`config.mk`:
```
export PLATFORM = sky130hd
export DESIGN_NAME = load_store_unit
export DESIGN_NICKNAME = d
export VERILOG_FILES = /design/src/rtl/load_store_unit.sv
export SDC_FILE = /design/constraint.sdc
export NUM_CORES = 1
export LEC_CHECK = 0
export ABC_CLOCK_PERIOD_IN_PS = 11200
export CORE_ASPECT_RATIO = 1.5
export CORE_UTILIZATION = 52
export CTS_CLUSTER_DIAMETER = 30
export DETAILED_ROUTE_END_ITERATION = 10
export GPL_TIMING_DRIVEN = 0
export PLACE_DENSITY = 0.87
export SLEW_MARGIN = 40
export SYNTH_ARGS = -nofsm -noshare
export SYNTH_HDL_FRONTEND = slang
export SYNTH_SLANG_ARGS = --single-unit
```
`constraint.sdc`:
```
create_clock -name clk -period 11.2 [get_ports clk]
set_clock_uncertainty 0.1 [all_clocks]
set_input_delay 1.68 -clock clk [delete_from_list [all_inputs] [get_ports clk]]
set_output_delay 1.68 -clock clk [all_outputs]
set_load 0.01 [all_outputs]
```
`src/rtl/load_store_unit.sv`:
```
// Byte/halfword/word load-store bridge to a word-only, combinationally read memory.
// Optional MISALIGN_TRAP_EN rejects misaligned halfword/word accesses instead of truncating the address.
module load_store_unit (
    input  logic        clk,
    input  logic        reset,
    input  logic        req,
    input  logic        req_we,
    input  logic [2:0]  req_funct3,
    input  logic [31:0] req_addr,
    input  logic [31:0] req_wdata,
    output logic        busy,
    output logic        done,
    output logic [31:0] rdata,
    output logic        misaligned,
    output logic [31:0] mem_address,
    output logic [31:0] mem_data_out,
    output logic        mem_we,
    input  logic [31:0] mem_data_in
);

    typedef enum logic [1:0] {IDLE, ACCESS, WRITE, DONE} state_t;

    state_t      state, next_state;
    logic        we_q;
    logic [2:0]  f3_q;
    logic [1:0]  lo_q;
    logic [31:0] wdata_q;
    logic        mis_q;
    logic        req_mis;
    logic        req_sw;
    logic [31:0] shifted;
    logic [15:0] half_sel;
    logic [31:0] load_val;
    logic [31:0] merged;

    // funct3[1] set means word size (covers 010 and the 011/110/111 aliases)
    assign req_sw = req_we && req_funct3[1];

`ifdef MISALIGN_TRAP_EN
    always_comb begin
        req_mis = 1'b0;
        if (req_funct3[1])
            req_mis = (req_addr[1:0] != 2'b00);
        else if (req_funct3[0])
            req_mis = req_addr[0];
    end
`else
    always_comb begin
        req_mis = 1'b0;
    end
`endif

    always_ff @(posedge clk or posedge reset) begin
        if (reset) state <= IDLE;
        else       state <= next_state;
    end

    always_comb begin
        next_state = state;
        case (state)
            IDLE: begin
                if (req) begin
                    if (req_mis)     next_state = DONE;
                    else if (req_sw) next_state = WRITE;
                    else             next_state = ACCESS;
                end
            end
            ACCESS:  next_state = we_q ? WRITE : DONE;
            WRITE:   next_state = DONE;
            DONE:    next_state = IDLE;
            default: next_state = IDLE;
        endcase
    end

    // Lane extraction for loads and lane merge for sub-word stores
    always_comb begin
        shifted  = mem_data_in >> {lo_q, 3'b000};
        half_sel = lo_q[1] ? mem_data_in[31:16] : mem_data_in[15:0];
        case (f3_q[1:0])
            2'b00:   load_val = f3_q[2] ? {24'd0, shifted[7:0]} : {{24{shifted[7]}}, shifted[7:0]};
            2'b01:   load_val = f3_q[2] ? {16'd0, half_sel} : {{16{half_sel[15]}}, half_sel};
            default: load_val = mem_data_in;
        endcase
        merged = mem_data_in;
        if (f3_q[1:0] == 2'b00)
            merged[{lo_q, 3'b000} +: 8] = wdata_q[7:0];
        else if (f3_q[1:0] == 2'b01)
            merged[{lo_q[1], 4'b0000} +: 16] = wdata_q[15:0];
        else
            merged = wdata_q;
    end

    always_ff @(posedge clk or posedge reset) begin
        if (reset) begin
            we_q         <= 1'b0;
            f3_q         <= 3'd0;
            lo_q         <= 2'd0;
            wdata_q      <= 32'd0;
            mis_q        <= 1'b0;
            rdata        <= 32'd0;
            mem_address  <= 32'd0;
            mem_data_out <= 32'd0;
            mem_we       <= 1'b0;
        end else begin
            mem_we <= (next_state == WRITE);
            case (state)
                IDLE: begin
                    if (req) begin
                        we_q    <= req_we;
                        f3_q    <= req_funct3;
                        lo_q    <= req_addr[1:0];
                        wdata_q <= req_wdata;
                        mis_q   <= req_mis;
                        if (!req_mis) begin
                            mem_address <= {req_addr[31:2], 2'b00};
                            if (req_sw) mem_data_out <= req_wdata;
                        end
                    end
                end
                ACCESS: begin
                    if (we_q) mem_data_out <= merged;
                    else      rdata        <= load_val;
                end
                default: ;
            endcase
        end
    end

    assign busy       = (state != IDLE);
    assign done       = (state == DONE);
    assign misaligned = done && mis_q;

endmodule

```
# Yosys cells after proc, flatten, opt, wreduce, memory -nomap -nowiden
# Index checks and enable logic that the tools add are counted.
dict set report word_totals {
  regBits 135
  in_bits 103
  out_inout_bits 100
  word_cells 49
}
dict set report op_classes {
  n_addsub 2
  n_eq_ne 8
  shifts 5
  mux 16
  n_bitwise 1
  reduce_logical 8
}
# op n
set ops {}
lappend ops {{two-way mux 32 bit} 7}
lappend ops {{one-hot mux 32 bit (2 select lines)} 2}
lappend ops {{bitwise mux 32 bit} 2}
lappend ops {{variable shift 16 x 7 -> 32 bit (first input constant)} 1}
lappend ops {{variable shift 8 x 7 -> 32 bit (first input constant)} 1}
lappend ops {{variable part select 16 x 7 -> 32 bit} 1}
lappend ops {{variable part select 8 x 7 -> 32 bit} 1}
lappend ops {{>> shifter 32 x 5 -> 8 bit} 1}
lappend ops {{two-way mux 16 bit} 1}
lappend ops {{negator 5 -> 7 bit} 2}
lappend ops {{one-hot mux 2 bit (4 select lines)} 1}
lappend ops {{== test 2 bit (second input constant)} 3}
lappend ops {{inequality test 2 bit (second input constant)} 3}
lappend ops {{== test 2 x 1 -> 1 bit (second input constant)} 2}
lappend ops {{logical NOT 2 bit} 2}
lappend ops {{two-way mux 2 bit} 2}
lappend ops {{AND reduction 2 bit} 2}
lappend ops {{AND reduction 4 bit} 1}
lappend ops {{nonzero test 2 bit} 2}
lappend ops {{logical AND 1 bit} 1}
lappend ops {{two-way mux 1 bit} 1}
lappend ops {{inverter 1 bit} 1}

# Longest topological paths before layout
dict set report depth {
  ltp_word 7
  depth_mapped 10
  depth_no_buf 6
}

# Worst setup path before layout
# No wires, ideal clock.
dict set report synth_timing {
  path_type {input-to-reg}
  from {in mem_data_in[31]}
  to {reg rdata[12]}
  arrival_ns 2.640
  required_ns 10.962
  path_slack_ns 8.322
  stages 4
  n_path_buf 0
  path_cell_list {mux4_2 -> nor3b_2 -> nor3_1 -> a22oi_1}
}
dict set report synth_via {
  elab_chain_len 3
}
# element line
set synth_lines {}
lappend synth_lines {{start, declared} 18} ;# input logic [31:0] mem_data_in
lappend synth_lines {{>> shifter 32 x 5 -> 8 bit} 77} ;# shifted = mem_data_in >> {lo_q, 3'b000};
lappend synth_lines {{two-way mux 32 bit} 80} ;# 2'b00: load_val = f3_q[2] ? {24'd0, shifted[7:0]} : {{24{shifted[7]}}, shifted[7:0]};
lappend synth_lines {{one-hot mux 32 bit (2 select lines)} 79} ;# case (f3_q[1:0])
lappend synth_lines {{end signal, assigned} 122} ;# else rdata <= load_val;
lappend synth_lines {{end, declared} 13} ;# output logic [31:0] rdata,
# Every way passes these cells.
# A chain may end at the register's enable or synchronous reset.

# Final worst setup path
dict set report layout_timing {
  from {reg state[0]}
  to {out busy}
}
dict set report layout_via {
  elab_chain_len 1
}
# element line
set layout_lines {}
lappend layout_lines {{start, declared} 23} ;# state_t state, next_state;
lappend layout_lines {{start signal, assigned} 55} ;# else state <= next_state;
lappend layout_lines {{nonzero test 2 bit} 129} ;# assign busy = (state != IDLE);
lappend layout_lines {{end, declared} 11} ;# output logic busy,
# Every way passes these cells.

==> metrics.log <==
INFO  metric rsz0062_at_grt = no
INFO  metric synth.top_cell.area_share = 0.485
INFO  metric power.density_cell_area = around 320 nW/µm²
INFO  metric setup.worst_path.end_class = output pin
INFO  metric share_of_final_layout_standard_cells_stronger_than_drive_strength_1 = 0.0766
INFO  metric min_period = around 3.6 ns
INFO  metric total_number_of_vias = about 6600
INFO  metric final_cell_mix = sky130_fd_sc_hd__clkdlybuf4s50_1, sky130_fd_sc_hd__dfrtp_1, sky130_fd_sc_hd__nand2_1
INFO  metric globalRoute.totalOverflow = 0
INFO  metric hpwlAfterDp = 17800 µm
INFO  metric numPortBuffers = a little under 200
INFO  metric cp.arrival = between 1.5 and 2 ns
INFO  metric timing.critical_path.required = between 9 and 10 ns
INFO  metric timing.final.crit_share = 0.323
INFO  metric first_iter_violations = between 400 and 500
INFO  metric dpl.cell_count = between 1000 and 1500
INFO  metric yosysSeqAreaShare = 0.485
INFO  metric max_freq = between 0.2 and 0.3 GHz
INFO  metric clock_tree.buffer_depth = 2
INFO  metric layout.cells.most_common = sky130_fd_sc_hd__clkdlybuf4s50_1
INFO  metric holdCritStartpoint = rdata[27]
INFO  metric fin_util = 0.756
INFO  metric maxSlewHeadroom = 0.552
INFO  metric areaGrowthSynthToFinish = 41.2%
INFO  metric hold_path_class = reg -> reg
INFO  metric timing_max_transition_violations_final = 0
INFO  metric gr-usage-all-layers = 0.349
INFO  metric worst_setup_path_start_kind = register
INFO  metric reg2reg_from = lo_q[1]
INFO  metric top_reg_cell_synth = sky130_fd_sc_hd__dfrtp_1
INFO  metric post_synth_inst_count = 681
INFO  metric syn-cell-area = around 7000 µm²
INFO  metric tightest_slew = between 0.6 and 0.7 ns
INFO  metric synth_top_area_cell = sky130_fd_sc_hd__dfrtp_1
INFO  metric numClockSinks = 135
INFO  metric synthTopCellsByArea = sky130_fd_sc_hd__dfrtp_1, sky130_fd_sc_hd__mux2_1, sky130_fd_sc_hd__nand2_1
INFO  metric grt_pass1_wl = ~35000 µm
INFO  metric final_antenna_net_count = 0
INFO  metric grt_start_max_net_pins = slightly below 80
INFO  metric floorplan.initialDensity = 0.535
INFO  metric max_cap_violation_count = 0
INFO  metric finalHoldViolCount = 0
INFO  metric die_width = about 97 µm
INFO  metric vdd_ir_drop_max = 0.000153 V
INFO  metric min_delay_path_depth = 2
INFO  metric crit_type = reg -> out
INFO  metric synth_edf_count = 0
INFO  metric cts_inserted_buffers = 17
INFO  metric remaining_drc_errors = 0
INFO  metric first_global_vias = ~6600
INFO  metric hold_path_end = rdata[27]
INFO  metric tritoncts = done
INFO  metric synth_cell_type_count = between 50 and 60
INFO  metric firstDrtPassIters = 5
INFO  metric worst_path_clk_slew = ~0.060 ns
INFO  metric antenna_violations_before_repair = 0
INFO  metric fin_total_pwr = 3190 µW
INFO  metric cts_repair_resize_count = 0
INFO  metric yosysWarnings = 0
INFO  metric power_leakage = between 0.004 and 0.005 µW
INFO  metric core-area = 13000 µm²
INFO  metric async_flop_share = 1.00
INFO  metric worstPathMaxFanout = 6
INFO  metric synth-seq-cells = between 100 and 150
INFO  metric outcome = complete, no violations
INFO  metric r2r_slack = between 8 and 9 ns
INFO  metric totalNegativeSetupSlack = 0 ns
INFO  metric level_count_of_the_clock_h_tree = 4
INFO  metric floorplan.die_area = 13900 µm²
INFO  metric worst_r2r_endpoint = mem_data_out[14]
INFO  metric cts-hold-fix-buffers = 0
INFO  metric clock_insertion_delay_worst_skew = about 0.42 ns
INFO  metric fin_cells = ~1100
INFO  metric antennaDiodeCount = 0
INFO  metric avg_wl_per_cell = 21.9 µm
INFO  metric fillers = approximately 900
INFO  metric die_y = around 140 µm
INFO  metric setup_viol = 0
INFO  metric ctsRootBufferMaster = sky130_fd_sc_hd__clkbuf_16
INFO  metric gpl.final_weighted_congestion = between 0.9 and 1
INFO  metric io-pin-count = 203
INFO  metric nets = approximately 1000
INFO  metric fp-row-count = between 50 and 60
INFO  metric via_per_inst = 6.17
INFO  metric timing.reg2reg.worst_path_depth = 10
INFO  metric mean_cell_area_of_the_mapped_netlist = around 10 µm²
INFO  metric post-cts-setup-buffer-count = 0
INFO  metric routed_wl = roughly 24000 µm
final cells by class:
cell class / instances / area (µm²) / area share
flip-flops and latches: 135 / 3380 / 0.343
multi-input cells: 467 / 3230 / 0.328
repair buffers: 200 / 2020 / 0.205
clock buffers: 17 / 425 / 0.0432
plain buffers: 55 / 280 / 0.0285
clock inverters: 14 / 209 / 0.0212
well taps: 159 / 199 / 0.0202
inverters: 26 / 105 / 0.0107
per-stage QoR:
stage                     cell area, µm²  setup slack, ns  hold WS, ns
after floorplan                     6980             5.81        0.364
after global placement              9170             4.00        0.368
after detailed placement            9200             7.35        0.374
after CTS                           9840             7.56        0.388
after global routing                9840             7.52        0.406
final                               9840             7.59        0.383
cells in the mapped netlist, drive strengths merged, types with 6 or more instances:
cell	n
o211ai	24
nor2b	6
o21a	7
o221ai	7
or3	7
dfrtp	135
nor2	37
ha	10
a21oi	36
nand2b	13
nand2	69
o22ai	6
buf	34
a221oi	8
a31oi	8
clkbuf	21
nor3	15
o311ai	8
o21ai	68
mux2	69
mux2i	23
inv	26
a32o	8
registers in the layout (all words and copies together) (netlist names):
signal and flops:
wdata_q 32, mem_we 1, we_q 1, state 2
f3_q 3, mem_address 30, mem_data_out 32, lo_q 2
rdata 32
critical path: stages (launching register included):
cell	delay [ns]
sky130_fd_sc_hd__dfrtp_1	0.39
sky130_fd_sc_hd__inv_1	0.10
sky130_fd_sc_hd__ha_1	0.29
sky130_fd_sc_hd__inv_1	0.09
sky130_fd_sc_hd__clkdlybuf4s50_1	0.54
routing by layer:
layer  GRT usage  vias up  part of all wire
li1            -     2911                 -
met1       0.404     3198              0.36
met2       0.582      397              0.51
met3      0.0672      112             0.071
met4       0.217        0             0.060
met5           0        -                 0
logic make-up after synthesis:
family	synth area share
and+or+nand+nor	0.107
DFF	0.485
muxes	0.148
buffers and inverters	0.0542
other	0.000538
AOI/OAI and AO/OA	0.188
adders and majority gates	0.0180
where the power goes:
part	switching, µW	internal (µW)	leakage [µW]	total, µW
Sequential	185	744	0.00160	929
Clock	236	378	0.000308	615
Combinational	887	757	0.00220	1640
worst max path at each step:
| stage | endpoint | cells after the start | from |
|---|---|---|---|
| 6_report | busy | 4 | state[0] |
| 5_1_grt | busy | 4 | state[0] |
| 3_5_place_dp | mem_data_out[12] | 6 | req_funct3[1] |
| 4_1_cts | busy | 4 | state[0] |
| 2_1_floorplan | f3_q[0] | 1 | reset |
| 3_3_place_gp | mem_address[3] | 2 | reset |
(Power assumes the default switching activity.)
==> edit 1, RTL diff (same settings) <==
Register the inputs `req`, `req_we`, `req_wdata` and `mem_data_in` before use, without a reset. The logic sees them one clock later. The other inputs are not delayed to match.
--- a/src/rtl/load_store_unit.sv
+++ b/src/rtl/load_store_unit.sv
@@ -20,6 +20,18 @@
 
     typedef enum logic [1:0] {IDLE, ACCESS, WRITE, DONE} state_t;
 
+    logic req_q;
+    logic req_we_q;
+    logic [31:0] req_wdata_q;
+    logic [31:0] mem_data_q;
+
+    always_ff @(posedge clk) begin
+        req_q       <= req;
+        req_we_q    <= req_we;
+        req_wdata_q <= req_wdata;
+        mem_data_q  <= mem_data_in;
+    end
+
     state_t      state, next_state;
     logic        we_q;
     logic [2:0]  f3_q;
@@ -34,7 +46,7 @@
     logic [31:0] merged;
 
     // funct3[1] set means word size (covers 010 and the 011/110/111 aliases)
-    assign req_sw = req_we && req_funct3[1];
+    assign req_sw = req_we_q && req_funct3[1];
 
 `ifdef MISALIGN_TRAP_EN
     always_comb begin
@@ -59,7 +71,7 @@
         next_state = state;
         case (state)
             IDLE: begin
-                if (req) begin
+                if (req_q) begin
                     if (req_mis)     next_state = DONE;
                     else if (req_sw) next_state = WRITE;
                     else             next_state = ACCESS;
@@ -74,14 +86,14 @@
 
     // Lane extraction for loads and lane merge for sub-word stores
     always_comb begin
-        shifted  = mem_data_in >> {lo_q, 3'b000};
-        half_sel = lo_q[1] ? mem_data_in[31:16] : mem_data_in[15:0];
+        shifted  = mem_data_q >> {lo_q, 3'b000};
+        half_sel = lo_q[1] ? mem_data_q[31:16] : mem_data_q[15:0];
         case (f3_q[1:0])
             2'b00:   load_val = f3_q[2] ? {24'd0, shifted[7:0]} : {{24{shifted[7]}}, shifted[7:0]};
             2'b01:   load_val = f3_q[2] ? {16'd0, half_sel} : {{16{half_sel[15]}}, half_sel};
-            default: load_val = mem_data_in;
+            default: load_val = mem_data_q;
         endcase
-        merged = mem_data_in;
+        merged = mem_data_q;
         if (f3_q[1:0] == 2'b00)
             merged[{lo_q, 3'b000} +: 8] = wdata_q[7:0];
         else if (f3_q[1:0] == 2'b01)
@@ -105,15 +117,15 @@
             mem_we <= (next_state == WRITE);
             case (state)
                 IDLE: begin
-                    if (req) begin
-                        we_q    <= req_we;
+                    if (req_q) begin
+                        we_q    <= req_we_q;
                         f3_q    <= req_funct3;
                         lo_q    <= req_addr[1:0];
-                        wdata_q <= req_wdata;
+                        wdata_q <= req_wdata_q;
                         mis_q   <= req_mis;
                         if (!req_mis) begin
                             mem_address <= {req_addr[31:2], 2'b00};
-                            if (req_sw) mem_data_out <= req_wdata;
+                            if (req_sw) mem_data_out <= req_wdata_q;
                         end
                     end
                 end
Check against the original RTL: not equivalent (a bounded check fails within 4 cycles, from zero or initial values and one cycle with reset high).
==> edit 1 against the original RTL <==
Worst setup slack got worse by 56 ps. Clock power rose by 54%. Routed wire length grew 13%. Critical path type unchanged. Cell area increased by 22%. Synthesized area rose by 24%. Count of clock-buffer cells in the layout grew 17. Sequential cell count up 66. Largest cell class unchanged. Power increased by 19%.
==> edit 1: results <==
[power]
power_switching_share_pct = 37.9
ir_worst_vdd_v = 0.000208
power_leakage_nw = 5.04

[route]
wl_per_cell_um = 21.2
routed_via_density = 5.94
via_count = 7435
drt_pre_antenna_iters = 5
drt_iter0_drc = 551

[cts]
clkLatencyLatePin_ps = 550
cts_buffer_depth = 3
cts_buffers = 30
cts_root_buf = clkbuf_16
htree_levels = 1
clkTransAtPathRegs_ps = 60

[place]
hpwl_mm = 19.4
placed_area_um2 = 11000
dpl_worst_slack_ps = 7560
placed_cells = 1197
gp_congestion = 0.968

[synthesis]
synth_fa_ha_area_share_pct = 1.45
yosys-top-cells-count = dfrtp_1 (135), o21ai_0 (76), nand2_1 (71), mux2_2 (68), dfxtp_1 (66)
synthMuxAreaShare_pct = 11.4
synthTopCellsByArea = dfrtp_1 (39%), dfxtp_1 (15%), mux2_2 (8.9%)
avgSynthCellArea_um2 = 11.0
synth_compound_area_share_pct = 18.6
synth_xor_area_share_pct = 0
yosysSeqAreaShare_pct = 54.4
async_flop_share_pct = 67.2
ys_types = 54

[critical_path]
worst_path_max_delay_cell = clkdlybuf4s50_1
cp-startpoint = state[0]
rr_endpoint = mem_data_out[3]
cp_top_family = buffers and inverters
r2r_setup_slack_ps = 8190
timing.rr.start = lo_q[0]
cp_data_arrival_time_ps = 1890
path_max_fanout = 4
r2r_cells = 9

[status]
status = completed

[final_layout]
final_nets = 1136
fill_cells = 1111
antenna_cells = 0
multi_input_area_um2 = 3450
drive_above_1_share_pct = 16.3

[min_path]
min-delay-start = rdata[25]
whs_endpoint = rdata[25]
min_path_type = reg2reg

[sta]
slew_headroom_pct = 63.8
fin_crit_ps = 3670
hold_ws_ps = 384

[grt]
grtUsageMet2_pct = 54.5
grt_usage_pct = 31.6
gr-usage-met3_pct = 4.45
grt_max_degree = 48
gr-usage-met1_pct = 37.4
antenna_found_initial = 0
grt_pass1_wl_mm = 41.5
grt_pass1_vias = 7718
==> edit 1: cell count changes in the layout (fill, tap and decap cells not counted), moves of 19 or more <==
cell and delta:
mux2_1 -68, mux2_2 +67, dfxtp_1 +66, o21ai_1 -36, o22a_1 +19, nor2_1 -27
inv_1 +19, o21ai_0 +54
==> edit 1: cell type report <==
type | count | area share [%]
Buffer | 64 | 2.82
Clock buffer | 34 | 6.37
Clock inverter | 21 | 2.39
Inverter | 43 | 1.41
Multi-Input combinational cell | 482 | 28.7
Sequential cell | 201 | 39.1
Tap cell | 206 | 2.14
Timing Repair Buffer | 201 | 17.0
==> edit 1: power by group through the flow <==
stage	registers (W)	clock network, W	logic, W
detailed placement	0.00120	0	0.00162
floorplan	0.00121	0	0.000902
global placement	0.00119	0	0.00158
finish	0.00120	0.000945	0.00165
global route	0.00122	0.000988	0.00177
CTS	0.00119	0.000956	0.00164
==> edit 1: routing by layer <==
metal	up-vias	wire, um
met4	0	1460
met3	100	1850
met1	3575	9760
li1	3338	-
met5	-	0
met2	422	13500
==> edit 2, RTL diff (config.mk and constraints unchanged) <==
Without the edit above. Add a define of `MISALIGN_TRAP_EN`.
--- a/src/rtl/load_store_unit.sv
+++ b/src/rtl/load_store_unit.sv
@@ -1,5 +1,7 @@
 // Byte/halfword/word load-store bridge to a word-only, combinationally read memory.
 // Optional MISALIGN_TRAP_EN rejects misaligned halfword/word accesses instead of truncating the address.
+`define MISALIGN_TRAP_EN
+
 module load_store_unit (
     input  logic        clk,
     input  logic        reset,
Behaviour: not the same (Yosys sat finds a counterexample within 4 cycles, from zero or initial values and one cycle with reset high).
==> edit 2 against the original RTL <==
Cell area is 0.62% higher. Cell count is 3.2% higher. Largest power group unchanged. Sequential cell count is 1 higher. Routed wire length is 1.4% higher. Fmax is 0.70% higher. Power is 5.4% lower. Synthesized area is 1.6% higher. Worst setup slack better by 25 ps. Count of clock-buffer cells in the layout is 1 higher.
==> edit 2: results <==
[status]
status = completed

[final_layout]
fill_cells = 922
area.sequential_um2 = 3400
sh_seq_area_pct = 34.4
nMultiInputCombCells = 491
num-nonclk-inverters = 31
final_cell_count_no_fill = 1107
drive_above_1_share_pct = 13.8
clk_share_pct = 5.90
n_all_buffers = 258
antenna_cells = 0
multi_input_area_um2 = 3290
clkbuf_count = 18
seq_cells = 136
final-nonclk-buf-share_pct = 23.3
final_nets = 1047
top_regs = mem_data_out (32), rdata (32), wdata_q (32)

[critical_path]
timing.rr.start = lo_q[0]
r2r_setup_slack_ps = 8440
path_max_fanout = 7
cp_data_arrival_time_ps = 1810
r2r_cells = 7
rr_endpoint = mem_data_out[3]

[cts]
htree_levels = 4
clkLatencyLatePin_ps = 420
cts_buffer_depth = 2
cts_root_buf = clkbuf_16
clkTransAtPathRegs_ps = 60

[synthesis]
ys_types = 53
synthTopCellsByArea = dfrtp_1 (48%), mux2_2 (9.2%), nand2_1 (4.3%)
synth_cells = 714
yosys-top-cells-count = dfrtp_1 (136), nand2_1 (81), mux2_2 (58), o21ai_0 (56), a21oi_1 (48)
yosysSeqAreaShare_pct = 48.1

[place]
hpwl_mm = 17.7
dpl_worst_slack_ps = 7500
gp_congestion = 0.972
place.port_buffers = 200
placed_area_um2 = 9320

[grt]
grt_usage_pct = 34.1
grt_max_degree = 83
antenna_found_initial = 0
grt_pass1_vias = 6944
grt_pass1_wl_mm = 37.3

[sta]
slew_headroom_pct = 53.4
fmax_mhz = 279
hold_ws_ps = 387

[power]
power_leakage_nw = 4.12
p_clk_share_pct = 18.7
internal-power_w = 0.00180
ir_worst_vdd_v = 0.000165
power_switching_share_pct = 40.4
p_comb_w = 0.00152

[route]
drt_pre_antenna_iters = 6
wl_per_cell_um = 21.5
via_count = 6792
drt_iter0_drc = 666

[min_path]
whs_endpoint = rdata[7]
min-delay-start = rdata[7]
edit 2: cell count changes in the layout (fill, tap and decap cells not counted), sizes merged, moves of 5 or more:
cell    delta
clkinv     +7
or3        -7
o22ai      -5
nand4      +8
nor3      -11
a31oi      -7
nand3     +10
o32ai      +6
clkbuf     +6
a21oi     +12
mux2      -11
nand2     +12
o21ai     +29
edit 2: metal layers:
| metal | wire length (um) | vias up | global-route usage [%] |
|---|---|---|---|
| met3 | 1890 | 115 | 7.08 |
| met1 | 8450 | 3225 | 38.8 |
| met5 | 0 | - | 0 |
| met2 | 11900 | 416 | 57.3 |
| met4 | 1620 | 0 | 23.2 |
| li1 | - | 3036 | - |
edit 2: logic make-up after synthesis:
logic type | after synthesis | share of synthesized area, %
adder cells (fa/ha/maj) | 9 | 1.59
flip-flops | 136 | 48.1
AND/OR/NAND/NOR | 169 | 11.3
multiplexers | 82 | 12.8
AO/OA/AOI/OAI | 229 | 20.6
other | 1 | 0.0530
buffers and inverters | 88 | 5.57
